## config.mk

```make
export PLATFORM = sky130hd
export DESIGN_NAME = sprite_draw_scheduler
export DESIGN_NICKNAME = d
export VERILOG_FILES = /design/src/rtl/game_pkg.sv /design/src/rtl/rect_scanner.sv /design/src/rtl/sprite_draw_scheduler.sv
export SDC_FILE = /design/constraint.sdc
export NUM_CORES = 1
export LEC_CHECK = 0
export ABC_AREA = 1
export BUFFER_PORTS_ARGS = -buffer_cell sky130_fd_sc_hd__buf_2
export CAP_MARGIN = 20
export CORE_ASPECT_RATIO = 1.2
export CORE_MARGIN = 4
export CORE_UTILIZATION = 55
export CTS_CLUSTER_DIAMETER = 60
export CTS_CLUSTER_SIZE = 16
export DETAILED_ROUTE_END_ITERATION = 7
export MAX_ROUTING_LAYER = met4
export PLACE_DENSITY = 0.77
export SKIP_LAST_GASP = 1
export SYNTH_ARGS = -nofsm -noshare
export SYNTH_HDL_FRONTEND = slang
export SYNTH_SLANG_ARGS = --single-unit
```

## constraint.sdc

```tcl
create_clock -name clk -period 5.3 [get_ports clk]
set_input_delay 0.265 -clock clk [delete_from_list [all_inputs] [get_ports clk]]
set_output_delay 0.265 -clock clk [all_outputs]
set_load 0.01 [all_outputs]
```

## src/rtl/game_pkg.sv

```systemverilog
// game_pkg
//   Shared definitions for the sprite drawing path: screen geometry, colour
//   width, the scheduler state encoding and the round-robin index search.
package game_pkg;

  // Widths chosen one bit wider than the coordinates so that a sum of
  // top-left corner plus offset can be compared without wrapping.
  localparam logic [8:0] SCREEN_W = 9'd160;
  localparam logic [7:0] SCREEN_H = 8'd120;
  localparam int         COLOUR_W = 3;

  typedef enum logic [2:0] {
    IDLE,
    LATCH,
    ERASE,
    DRAW,
    DONE
  } state_t;

  // First set bit of req searching ptr+1, ptr+2, ... (mod n).
  // Returns ptr when req is all zero; callers only use it when req != 0.
  function automatic int rr_next(input logic [31:0] req, input int ptr, input int n);
    int   idx;
    logic found;
    rr_next = ptr;
    found   = 1'b0;
    for (int i = 1; i <= n; i++) begin
      idx = (ptr + i) % n;
      if (!found && req[idx[4:0]]) begin
        rr_next = idx;
        found   = 1'b1;
      end
    end
  endfunction

endpackage

```

## src/rtl/rect_scanner.sv

```systemverilog
// rect_scanner
//   Raster-scans a size x size square starting at (base_x, base_y), one pixel
//   per cycle, x inner and y outer. The pixel position and its on-screen flag
//   are registered, so the first pixel appears the cycle after start.
// Ports:
//   clk, reset        clock, asynchronous active-high reset
//   start             load base/size and begin a new scan (size must be > 0)
//   base_x, base_y    top-left corner of the square
//   size              edge length in pixels, 1..7
//   x, y              current pixel (registered)
//   valid             current pixel is being scanned and lies on screen
//   done              current pixel is the last one of the square
module rect_scanner
  import game_pkg::*;
(
  input  logic       clk,
  input  logic       reset,
  input  logic       start,
  input  logic [7:0] base_x,
  input  logic [6:0] base_y,
  input  logic [2:0] size,
  output logic [7:0] x,
  output logic [6:0] y,
  output logic       valid,
  output logic       done
);

  logic [7:0] bx;
  logic [6:0] by;
  logic [2:0] sz;
  logic [2:0] dx, dy, ndx, ndy;
  logic       active;
  logic [8:0] sum_x;
  logic [7:0] sum_y;

  assign done = active && (dx == sz - 3'd1) && (dy == sz - 3'd1);

  // NOTE: every signal written in always_comb gets a default first, so no
  // path leaves it unassigned and no latch is inferred.
  always_comb begin
    ndx = dx + 3'd1;
    ndy = dy;
    if (dx == sz - 3'd1) begin
      ndx = 3'd0;
      ndy = dy + 3'd1;
    end
    sum_x = {1'b0, bx} + {6'b0, ndx};
    sum_y = {1'b0, by} + {5'b0, ndy};
  end

  // NOTE: sequential state uses non-blocking assignments only, so every
  // register samples pre-edge values regardless of statement order.
  always_ff @(posedge clk or posedge reset) begin
    if (reset) begin
      bx     <= '0;
      by     <= '0;
      sz     <= '0;
      dx     <= '0;
      dy     <= '0;
      active <= 1'b0;
      x      <= '0;
      y      <= '0;
      valid  <= 1'b0;
    end else if (start) begin
      bx     <= base_x;
      by     <= base_y;
      sz     <= size;
      dx     <= '0;
      dy     <= '0;
      active <= (size != 3'd0);
      x      <= base_x;
      y      <= base_y;
      valid  <= (size != 3'd0) && ({1'b0, base_x} < SCREEN_W) && ({1'b0, base_y} < SCREEN_H);
    end else if (active) begin
      if (done) begin
        active <= 1'b0;
        valid  <= 1'b0;
      end else begin
        dx    <= ndx;
        dy    <= ndy;
        x     <= sum_x[7:0];
        y     <= sum_y[6:0];
        // Off-screen pixels keep their cycle but are not plotted.
        valid <= (sum_x < SCREEN_W) && (sum_y < SCREEN_H);
      end
    end
  end

endmodule

```

## src/rtl/sprite_draw_scheduler.sv

```systemverilog
// sprite_draw_scheduler
//   Shares the single VGA plot port among NUM_OBJ objects (index 0 = player).
//   Requests are granted round-robin; for the granted object the previously
//   drawn square is erased in BG_COLOUR and the new square drawn in the
//   object colour, one pixel per cycle.
// Ports:
//   clk, reset                         clock, asynchronous active-high reset
//   req        [NUM_OBJ]               redraw request, held until ack
//   obj_x      [8*NUM_OBJ]             top-left x, object i at [8i+7:8i]
//   obj_y      [7*NUM_OBJ]             top-left y
//   obj_size   [3*NUM_OBJ]             square edge 0..7
//   obj_colour [3*NUM_OBJ]             draw colour
//   ack        [NUM_OBJ]               one-hot completion pulse
//   plot, vga_x, vga_y, vga_colour     registered VGA pixel write
//   busy                               scheduler not in IDLE
module sprite_draw_scheduler
  import game_pkg::*;
#(
  parameter int         NUM_OBJ   = 4,
  parameter logic [2:0] BG_COLOUR = 3'b000
) (
  input  logic                    clk,
  input  logic                    reset,
  input  logic [NUM_OBJ-1:0]      req,
  input  logic [8*NUM_OBJ-1:0]    obj_x,
  input  logic [7*NUM_OBJ-1:0]    obj_y,
  input  logic [3*NUM_OBJ-1:0]    obj_size,
  input  logic [3*NUM_OBJ-1:0]    obj_colour,
  output logic [NUM_OBJ-1:0]      ack,
  output logic                    plot,
  output logic [7:0]              vga_x,
  output logic [6:0]              vga_y,
  output logic [COLOUR_W-1:0]     vga_colour,
  output logic                    busy
);

  localparam int IDX_W = (NUM_OBJ > 1) ? $clog2(NUM_OBJ) : 1;

  state_t             state;
  logic [IDX_W-1:0]   gnt, rr_ptr;
  logic [7:0]         new_x;
  logic [6:0]         new_y;
  logic [2:0]         new_size;
  logic [2:0]         new_colour;
  logic [NUM_OBJ-1:0] prev_valid;
  logic [7:0]         prev_x    [NUM_OBJ];
  logic [6:0]         prev_y    [NUM_OBJ];
  logic [2:0]         prev_size [NUM_OBJ];

  logic [7:0] in_x      [NUM_OBJ];
  logic [6:0] in_y      [NUM_OBJ];
  logic [2:0] in_size   [NUM_OBJ];
  logic [2:0] in_colour [NUM_OBJ];

  logic       erase_needed;
  logic       scan_start, scan_done, scan_valid;
  logic [7:0] scan_bx, scan_x;
  logic [6:0] scan_by, scan_y;
  logic [2:0] scan_size;

  always_comb begin
    for (int i = 0; i < NUM_OBJ; i++) begin
      in_x[i]      = obj_x[8*i +: 8];
      in_y[i]      = obj_y[7*i +: 7];
      in_size[i]   = obj_size[3*i +: 3];
      in_colour[i] = obj_colour[3*i +: 3];
    end
  end

  assign erase_needed = prev_valid[gnt] && (prev_size[gnt] != 3'd0);

  // The scanner is started on the edge that enters ERASE/DRAW, so the first
  // pixel of a phase is already on the port during that phase's first cycle.
  // In LATCH the new square is taken straight from the inputs because new_*
  // are only being loaded on that same edge.
  always_comb begin
    scan_start = 1'b0;
    scan_bx    = '0;
    scan_by    = '0;
    scan_size  = '0;
    unique case (state)
      LATCH: begin
        if (erase_needed) begin
          scan_start = 1'b1;
          scan_bx    = prev_x[gnt];
          scan_by    = prev_y[gnt];
          scan_size  = prev_size[gnt];
        end else if (in_size[gnt] != 3'd0) begin
          scan_start = 1'b1;
          scan_bx    = in_x[gnt];
          scan_by    = in_y[gnt];
          scan_size  = in_size[gnt];
        end
      end
      ERASE: begin
        if (scan_done && new_size != 3'd0) begin
          scan_start = 1'b1;
          scan_bx    = new_x;
          scan_by    = new_y;
          scan_size  = new_size;
        end
      end
      default: ;
    endcase
  end

  rect_scanner u_scanner (
    .clk    (clk),
    .reset  (reset),
    .start  (scan_start),
    .base_x (scan_bx),
    .base_y (scan_by),
    .size   (scan_size),
    .x      (scan_x),
    .y      (scan_y),
    .valid  (scan_valid),
    .done   (scan_done)
  );

  assign plot  = scan_valid;
  assign vga_x = scan_x;
  assign vga_y = scan_y;
  assign busy  = (state != IDLE);

  always_ff @(posedge clk or posedge reset) begin
    if (reset) begin
      state      <= IDLE;
      gnt        <= '0;
      rr_ptr     <= IDX_W'(NUM_OBJ - 1);
      ack        <= '0;
      vga_colour <= '0;
      prev_valid <= '0;
      new_x      <= '0;
      new_y      <= '0;
      new_size   <= '0;
      new_colour <= '0;
    end else begin
      ack <= '0;
      unique case (state)
        IDLE: begin
          if (|req) begin
            gnt   <= IDX_W'(rr_next(32'(req), int'(rr_ptr), NUM_OBJ));
            state <= LATCH;
          end
        end
        LATCH: begin
          new_x      <= in_x[gnt];
          new_y      <= in_y[gnt];
          new_size   <= in_size[gnt];
          new_colour <= in_colour[gnt];
          if (erase_needed) begin
            vga_colour <= BG_COLOUR;
            state      <= ERASE;
          end else if (in_size[gnt] != 3'd0) begin
            vga_colour <= in_colour[gnt];
            state      <= DRAW;
          end else begin
            ack   <= NUM_OBJ'(1) << gnt;
            state <= DONE;
          end
        end
        ERASE: begin
          if (scan_done) begin
            if (new_size != 3'd0) begin
              vga_colour <= new_colour;
              state      <= DRAW;
            end else begin
              ack   <= NUM_OBJ'(1) << gnt;
              state <= DONE;
            end
          end
        end
        DRAW: begin
          if (scan_done) begin
            ack   <= NUM_OBJ'(1) << gnt;
            state <= DONE;
          end
        end
        DONE: begin
          prev_valid[gnt] <= (new_size != 3'd0);
          rr_ptr          <= gnt;
          state           <= IDLE;
        end
        default: state <= IDLE;
      endcase
    end
  end

  // NOTE: the per-object geometry is storage, not control: it is qualified by
  // prev_valid, which is reset, so these arrays need no reset of their own.
  always_ff @(posedge clk) begin
    if (state == DONE) begin
      prev_x[gnt]    <= new_x;
      prev_y[gnt]    <= new_y;
      prev_size[gnt] <= new_size;
    end
  end

endmodule

```

=== Word level (Yosys, flattened, before mapping) ===
Memory sizes are Yosys's and may differ from the RTL's.
Cells that the tools add are included.

* Reductions and logical operators: 31
* Muxes and demuxes: 94
* Eq/ne operators: 12
* Bitwise logic cells: 5
* Magnitude comparators: 11
* Add/subtract/negate cells: 9
* Shift-type cells: 1

{| class="wikitable"
|+ Operator list
! operator !! number
|-
| $mux W3 || 25
|-
| $mux W8 || 8
|-
| $mux W7 || 8
|-
| $mux W1 || 26
|-
| $lt A5 B6 Y1 const B || 4
|-
| $mux W4 || 5
|-
| $bmux W8 S2 || 1
|-
| $pmux W8 S2 || 1
|-
| $reduce_bool A3 Y1 || 5
|-
| $bmux W7 S2 || 1
|-
| $pmux W7 S2 || 1
|-
| $bmux W1 S3 || 4
|-
| $bmux W3 S2 || 2
|-
| $pmux W3 S2 || 2
|-
| $pmux W3 S4 || 1
|-
| $pmux W4 S3 || 1
|-
| $logic_and A1 B1 Y1 || 11
|-
| $ne A2 B2 Y1 const B || 5
|-
| $add A8 B3 Y9 || 1
|-
| $lt A9 B8 Y1 const B || 1
|-
| $add A7 B3 Y8 || 1
|-
| $lt A8 B7 Y1 const B || 1
|-
| $lt A8 B8 Y1 const B || 1
|-
| $mux W2 || 4
|-
| 28 further kinds || 43
|}

* Memories kept: 3
* Bits in writable memories: 72
* Output and inout bits: 24
* Flip-flop bits (word level): 80
* Bits of input ports: 90

{| class="wikitable"
|+ Memory list
! name !! depth !! bits a word !! read ports !! clocked after memory_dff !! wr ports !! RTL line !! text
|-
| prev_x || 4 || 8 || 1 || 0 || 1 || sprite_draw_scheduler.sv:46 || <nowiki>logic [7:0] prev_x [NUM_OBJ];</nowiki>
|-
| prev_y || 4 || 7 || 1 || 0 || 1 || sprite_draw_scheduler.sv:47 || <nowiki>logic [6:0] prev_y [NUM_OBJ];</nowiki>
|-
| prev_size || 4 || 3 || 1 || 0 || 1 || sprite_draw_scheduler.sv:48 || <nowiki>logic [2:0] prev_size [NUM_OBJ];</nowiki>
|}

=== Logic depth before layout (Yosys ltp) ===
Gate-level depths: netlist of the first run.

* Word-level depth: 21
* Gate-level depth with buffers: 24

=== Modules after synthesis ===
From an unflattened synthesis of the first run, not the netlist that was laid out.

* Cell total of the unflattened synthesis: 882
* Area, all modules: 7,626.1 µm²

{| class="wikitable"
|+ Modules (own cells, without submodules)
! module !! area an instance (µm²) !! sequential area each (µm²) !! instances !! cells each
|-
| sprite_draw_scheduler || 5,346.4 || 3,140.5 || 1 || 588
|-
| rect_scanner || 2,279.7 || 1,026.0 || 1 || 294
|}

=== Least setup slack after synthesis of the first run ===
OpenSTA, ideal clock, no wires.

* Path kind: reg2reg
* From: register u_scanner.sz[0]
* To: register u_scanner.valid
* Stages on the path, launching flop included: 21
* Slack: 2.184 ns
* Arrival time: 3.039 ns
* Data required time: 5.223 ns
* Library setup time: 0.077 ns
* Buffers on the path: 0
* Cells stage by stage: dfrtp_1 -> inv_1 -> ha_1 -> xnor2_1 -> nor2_1 -> nand2_1 -> nand2_1 -> inv_1 -> ha_1 -> inv_1 -> fa_1 -> or2_2 -> a21oi_1 -> nand3_1 -> nand2_1 -> inv_1 -> o21ai_0 -> nand2_1 -> nor2_1 -> nor2_1 -> a21oi_1

* Cells in the longest elaborated chain, start to end: 11

{| class="wikitable"
|+ RTL lines
! what !! RTL line !! text
|-
| from (decl) || rect_scanner.sv:30 || <nowiki>logic [2:0] sz;</nowiki>
|-
| from (signal assigned) || rect_scanner.sv:67 || <nowiki>sz <= size;</nowiki>
|-
| $sub A3 B1 Y3 (*) || rect_scanner.sv:36, rect_scanner.sv:43 ||
|-
| branches (longest 10 deep; another with $add A8 B3 Y9) || - ||
|-
| to (signal assigned) || rect_scanner.sv:73 || <nowiki>valid <= (size != 3'd0) && ({1'b0, base_x} < SCREEN_W) && ({1'b0, base_y} < SCREEN_H);</nowiki>
|-
| to (signal assigned) || rect_scanner.sv:84 || <nowiki>valid <= (sum_x < SCREEN_W) && (sum_y < SCREEN_H);</nowiki>
|-
| to (decl) || rect_scanner.sv:24 || <nowiki>output logic valid,</nowiki>
|}

Every way passes the cells marked *. The select of a mux whose other input is x is not followed.
A chain may end at the register's enable or synchronous reset.

=== Worst setup path after layout of the first run ===
Same ends and word-level chain as after synthesis.

==> results.json, run 1 <==
{
  "status": "finished clean",
  "ant_nets": 0,
  "synthToLayoutAreaGrowth_pct": 18.2,
  "cp.arrival_ns": 3.80,
  "netlist_instances": 813,
  "first_pass_iters": 6,
  "io_pins": 114,
  "yosysMostFrequentCell": "nand2_1",
  "syn_nets": 914,
  "fill_cells": 1078,
  "stdcell_area_sq_um": 8770,
  "grt_pass1_wl_um": 30700,
  "drtIter0Drc": 690,
  "yosysTopAreaCell": "edfxtp_1",
  "worst_pin_slew_ns": 0.884,
  "dpl_cell_area_sq_um": 8090,
  "remaining_drc_errors": 0,
  "vias_per_cell": 5.69,
  "clk_pin_slew_worst_paths_ns": 0.06,
  "grt-ovfl-total": 0,
  "die_area_sq_um": 15400,
  "critical_path_class": "flip-flop to flip-flop",
  "ir_drop_mv": 0.200,
  "maxCapViolCount": 0,
  "gp_congestion": 0.917,
  "synthArstFlopShare_pct": 52.6,
  "synth_top_area_share_pct": 29.1,
  "period_needed_ns": 3.46,
  "finalHoldViolCount": 0,
  "wirelength_um": 19600,
  "yosys-top-cells-area": "edfxtp_1 (29%), dfrtp_1 (26%), nand2_1 (11%), nand3_1 (4.9%), nor2_1 (3.6%)",
  "antenna_found_initial": 0,
  "clockBufferDepth": 2,
  "grt_pass1_vias": 5979,
  "nets": 1027,
  "netlist_area_sq_um": 7420,
  "end_kind": "flip-flop",
  "die_h_um": 135,
  "fp-row-count": 46,
  "hpwl_um": 13300,
  "clock_skew_ns": 0.00730,
  "io_buffers": 113,
  "synth_edf_count": 72,
  "synthFlopType": "dfrtp_1",
  "ctsHtreeMaxLevel": 4,
  "grt_max_degree": 79,
  "clock_sinks": 152,
  "drive_gt1_share_pct": 19.8,
  "post_cts_resized": 0,
  "rsz0062_at_grt": "no",
  "syn_area_per_cell_sq_um": 9.13,
  "period_share_pct": 65.3,
  "worstSkewPairLatency_ns": 0.42,
  "root_buffer": "clkbuf_16",
  "regArea_sq_um": 4170,
  "max_freq_mhz": 289,
  "ys_ff_latch": 152,
  "power.density_nw_per_um2": 300,
  "power.total_mw": 2.63,
  "core_area_sq_um": 13200,
  "crit_required_ns": 5.64,
  "insertedDiodeCount": 0,
  "synth_seq_area_share_pct": 56.1,
  "cp_max_fo": 7,
  "grt_usage_pct": 26.5,
  "final_max_slew_viol_count": 0,
  "start_util_pct": 56.1,
  "die_w_um": 114,
  "fin_tns_setup_ns": 0,
  "cts_setup_buffers": 0,
  "multiInputGateArea_sq_um": 2820,
  "synth_warnings": 0,
  "setup_viol": 0,
  "cts_tree": "built",
  "synth_common_cells": "nand2_1 (209), dfrtp_1 (78), edfxtp_1 (72), nand3_1 (72), nor2_1 (72)",
  "wl_per_cell_um": 17.7,
  "slew-limit-headroom_pct": 40.6,
  "vias": 6297,
  "cp-start-kind": "flip-flop",
  "cts_buffers": 17,
  "leakage_nw": 4.32,
  "synth.distinct_cells": 43,
  "hp-class": "input pin to flip-flop"
}
-- cell usage in the layout, fill, tap and decap left out, types with 6 or more instances in the layout --
cell type,Yosys,layout
a21oi_1,15,15
o21ai_0,50,50
buf_4,2,7
o211ai_1,8,8
inv_2,9,9
nand2_1,209,209
nor2_1,72,72
clkbuf_16,0,17
a22oi_1,20,20
dfrtp_1,78,78
clkinv_4,0,6
nand3_1,72,72
edfxtp_1,72,72
o22ai_1,38,38
nor3_1,17,17
xor2_1,9,9
buf_2,6,113
inv_1,62,61
ha_1,9,9
-- where the power goes --
group	internal (mW)	total [mW]	switching [mW]
Clock	0.790	1.28	0.488
Sequential	1.23	1.23	0.00248
Combinational	0.0456	0.117	0.0710
Total	2.07	2.63	0.561
-- metrics by stage --
step	std cells	hold WS [ns]	worst slack, ns	util (%)
6_report	1107	0.195	1.84	66.2
5_1_grt	1107	0.221	1.40	66.2
4_1_cts	1105	0.188	1.86	65.9
3_5_place_dp	1072	0.118	1.88	61.1
3_3_place_gp	1072	0.117	2.00	61.1
2_1_floorplan	813	0.449	2.18	-
-- final cells by class --
class                           instances  share of cell area, %
Tap cell                              168                   2.40
Inverter                               73                   3.17
Sequential cell                       152                   47.5
Clock buffer                           17                   4.85
Multi-Input combinational cell        559                   32.1
Timing Repair Buffer                  123                   7.65
Clock inverter                         15                   2.30
-- state kept, by name (all words and copies together), names as in the netlist, 4 cells and up --
register / flops
prev_x: 32
new_x: 8
prev_valid: 4
u_scanner.x: 8
u_scanner.by: 7
u_scanner.bx: 8
ack: 4
prev_y: 28
new_y: 7
u_scanner.y: 7
prev_size: 12
-- layer usage --
metal | vias up | part of all wire, % | track usage (%)
met2 | 253 | 50 | 43.2
met4 | 0 | 1.8 | 8.05
met3 | 35 | 6.4 | 4.65
met5 | - | 0 | -
met1 | 2999 | 42 | 34.2
li1 | 3010 | - | -
-- final timing paths --
check	startpoint	endpoint	slack, ns	cells past startpoint
setup / recovery	u_scanner.sz[0]$_DFFE_PP0P_	u_scanner.valid$_DFFE_PP0P_	1.84	20
hold reg to reg	u_scanner.y[1]$_DFFE_PP0P_	u_scanner.y[1]$_DFFE_PP0P_	0.48	2
setup reg to reg	u_scanner.sz[0]$_DFFE_PP0P_	u_scanner.valid$_DFFE_PP0P_	1.84	20
min in group asynchronous	reset	gnt[1]$_DFFE_PP0P_	0.24	3
hold / removal	obj_x[16]	new_x[0]$_DFFE_PP0P_	0.20	5
max in group asynchronous	reset	u_scanner.bx[3]$_DFFE_PP0P_	4.21	5
-- critical path, stage by stage (launching register included) --
cell	delay (ns)
dfrtp_1	0.37
inv_1	0.09
ha_1	0.34
xnor2_1	0.17
nor2_1	0.08
nand2_1	0.22
nand2_1	0.10
inv_1	0.07
ha_1	0.15
inv_1	0.05
fa_1	0.37
or2_2	0.32
a21oi_1	0.24
nand3_1	0.14
nand2_1	0.11
inv_1	0.04
o21ai_0	0.13
nand2_1	0.07
nor2_1	0.10
nor2_1	0.05
a21oi_1	0.15
-- repair_timing --
| action | in CTS | in global routing |
|---|---|---|
| endpoints found under the hold margin | 2 | 0 |
| hold buffers | 1 | 0 |
| endpoints found under the setup margin | 0 | 0 |
-- cells by family after synthesis --
group	synth area share (%)
AOI/OAI and AO/OA	11.8
and+or+nand+nor	22.7
DFF	56.1
xor gates and xnor gates	1.42
adders and majority gates	2.06
buffers and inverters	5.90
No activity file was read; power rests on OpenSTA's default activity.
==> inputs of run 2 (changes only) <==
- ABC_AREA: 1 -> 0
- clock period: 5.3 -> 3.3 ns (I/O delays scaled with it)
==> run 2 against run 1 <==
Clock power increased by 59%. Global-route usage about the same. Critical path type unchanged. Non-clock buffer count is 25 higher. Power rose to 3.3 times the previous value. First-iteration DRC count shrank 22%. Synthesized cell count decreased by 29%. Combinational power rose to 32 times the previous value. Clock skew up 0.00063 ns. Via count fell by 12%. Utilization up 1.9 points. Worst setup slack lost 1.7 ns. Flip-flop and latch count stayed put.
==> results.json, run 2 <==
{
  "hold_start": "req[3]",
  "power.total_mw": 8.77,
  "remaining_drc_errors": 0,
  "period_share_pct": 96.2,
  "syn_area_per_cell_sq_um": 12.7,
  "ys_ff_latch": 152,
  "grt_pass1_wl_um": 29900,
  "hold_end": "gnt[0]$_DFFE_PP0P_",
  "cts_buffers": 17,
  "synth_seq_area_share_pct": 56.6,
  "yosysMostFrequentCell": "nand2_1",
  "power.density_nw_per_um2": 977,
  "synthFlopType": "dfrtp_1",
  "wl_per_cell_um": 21.1,
  "fin_tns_setup_ns": 0,
  "biggestRegsByFlops": "prev_x: 32 flops, prev_y: 28 flops, prev_size: 12 flops",
  "grt-ovfl-total": 0,
  "io_buffers": 113,
  "core_area_sq_um": 13200,
  "worst_pin_slew_ns": 0.712,
  "holdPathStages": 3,
  "final_common_cell": "buf_2",
  "clock_sinks": 152,
  "io_pins": 114,
  "dpl_cell_area_sq_um": 8280,
  "synth_top_area_share_pct": 29.4,
  "drive_gt1_share_pct": 36.0,
  "final_cell_mix": "buf_2 (113), nand2_1 (98), dfrtp_1 (76)",
  "wirelength_um": 18800,
  "synthToLayoutAreaGrowth_pct": 21.9,
  "finalHoldViolCount": 0,
  "first_pass_iters": 5,
  "reg2reg_to": "u_scanner.valid$_DFFE_PP0P_",
  "status": "finished clean",
  "clockBufferDepth": 2,
  "yosys-top-cells-area": "edfxtp_1 (29%), dfrtp_1 (26%), mux4_2 (13%), nand2_1 (5.1%), xnor2_1 (1.9%)",
  "hp-class": "input pin to flip-flop",
  "root_buffer": "clkbuf_16",
  "end_kind": "flip-flop",
  "cp.arrival_ns": 3.50,
  "insertedDiodeCount": 0,
  "grt_usage_pct": 26.6,
  "maxCapViolCount": 0,
  "reg2reg_slack_ns": 0.13,
  "netlist_area_sq_um": 7370,
  "netlist_instances": 578,
  "die_area_sq_um": 15300,
  "cp-start-kind": "flip-flop",
  "largest_register": "prev_x",
  "gp_congestion": 0.964,
  "yosysTopAreaCell": "edfxtp_1",
  "regArea_sq_um": 4170,
  "fill_cells": 922,
  "vias": 5536,
  "ant_nets": 0,
  "grt_pass1_vias": 5720,
  "synthArstFlopShare_pct": 52.6,
  "grt_max_degree": 43,
  "cp_max_fo": 6,
  "stdcell_area_sq_um": 8980,
  "layoutNonFillerInstCount": 892,
  "ctsHtreeMaxLevel": 4,
  "hpwl_um": 13000,
  "rr_worst_depth": 14,
  "vias_per_cell": 6.21,
  "synth_warnings": 0,
  "synth_common_cells": "nand2_1 (101), dfrtp_1 (78), edfxtp_1 (72)",
  "slew-limit-headroom_pct": 52.4,
  "period_needed_ns": 3.17,
  "cts_tree": "built",
  "placedCellCount": 854,
  "holdWs_ns": 0.109,
  "final_max_slew_viol_count": 0,
  "start_util_pct": 55.9,
  "leakage_nw": 3.90,
  "setup_viol": 0,
  "largest_register_ffs": 32,
  "fp-row-count": 46,
  "drtIter0Drc": 540,
  "r2r_start": "u_scanner.sz[1]$_DFFE_PP0P_",
  "crit_required_ns": 3.63,
  "ir_drop_mv": 0.538,
  "die_h_um": 135,
  "antenna_found_initial": 0,
  "max_freq_mhz": 315,
  "nets": 812,
  "die_w_um": 114,
  "syn_nets": 679,
  "clock_skew_ns": 0.00794,
  "synth_edf_count": 72,
  "clk_pin_slew_worst_paths_ns": 0.06,
  "multiInputGateArea_sq_um": 3110,
  "worstSkewPairLatency_ns": 0.42,
  "critical_path_class": "flip-flop to flip-flop",
  "synth.distinct_cells": 60
}
-- run 2: changes by cell type after synthesis, moves of 9 or more --
cell and delta:
inv_1 -52, a221o_1 +9, xnor2_1 +13, a21o_1 +11
a22oi_1 -17, o22ai_1 -37, o21ai_0 -30, nand3_1 -65
nor2_1 -36, nor3_1 -11, nand2_1 -108, a21oi_1 +10
mux4_2 +41
-- run 2: through the flow --
stage               util, %  setup WS (ns)
floorplan                 -         0.0144
global placement       62.8         0.0244
detailed placement     62.8         -0.120
CTS                    67.9         0.0751
global route           68.1        -0.0190
finish                 68.1          0.126
-- run 2: worst max-delay path by stage --
stage | startpoint | end | slack [ns] | depth (start not counted)
global route | u_scanner.sz[1]$_DFFE_PP0P_ | u_scanner.valid$_DFFE_PP0P_ | -0.02 | 14
floorplan | u_scanner.sz[0]$_DFFE_PP0P_ | u_scanner.valid$_DFFE_PP0P_ | 0.01 | 15
finish | u_scanner.sz[1]$_DFFE_PP0P_ | u_scanner.valid$_DFFE_PP0P_ | 0.13 | 14
detailed placement | u_scanner.sz[1]$_DFFE_PP0P_ | u_scanner.valid$_DFFE_PP0P_ | -0.12 | 14
global placement | u_scanner.sz[1]$_DFFE_PP0P_ | u_scanner.valid$_DFFE_PP0P_ | 0.02 | 14
CTS | u_scanner.sz[0]$_DFFE_PP0P_ | u_scanner.valid$_DFFE_PP0P_ | 0.08 | 14
-- run 2: what timing repair did --
action / in CTS / in global routing
buffers inserted: 3 / 2
hold buffers: 1 / 0
pin swaps: 7 / 9
resized for setup: 8 / 2
endpoints found under the hold margin: 38 / 0
endpoints found under the setup margin: 1 / 1
-- run 2: per-layer routing --
| layer | vias to the layer above | global-route usage [%] | routed length [um] |
|---|---|---|---|
| met5 | - | - | 0 |
| met4 | 0 | 8.62 | 372 |
| met3 | 31 | 5.33 | 1350 |
| met2 | 286 | 43.0 | 9610 |
| met1 | 2786 | 34.0 | 7460 |
| li1 | 2433 | - | - |
-- run 2: cells by family (layout without fill, tap and decap cells) --
logic type	Yosys count	in the layout	synth area share, %
xor gates and xnor gates	19	19	2.26
muxes	48	48	13.6
buffers and inverters	45	191	3.02
and+or+nand+nor	186	186	11.2
AOI/OAI and AO/OA	117	117	11.3
DFF	152	152	56.6
adders and majority gates	11	11	2.07
-- run 2: power breakdown --
group / switching [mW] / internal (mW) / total (mW)
combinational: 1.98 / 1.74 / 3.72
sequential: 0.496 / 2.53 / 3.02
clock: 0.735 / 1.30 / 2.03
-- run 2: area by class of cell --
class / instances / share of cell area (%)
clock inverter: 10 / 1.67
inverter: 11 / 0.474
tap: 168 / 2.34
clock buffer: 22 / 5.17
timing repair buffer: 148 / 9.25
multi-input combinational: 381 / 34.6
sequential: 152 / 46.4
-- run 2: worst max-delay path, stage by stage (launching register included) --
cell and delay (ns):
dfrtp_1 0.36, inv_2 0.05, ha_4 0.17, xnor2_4 0.15, xnor2_2 0.21, nand2b_4 0.22
xnor2_2 0.08, ha_2 0.22, fa_2 0.37, nand4b_1 0.11, or3_1 0.14, a211oi_1 0.07
or4b_4 0.52, o221a_4 0.22, a311oi_2 0.18
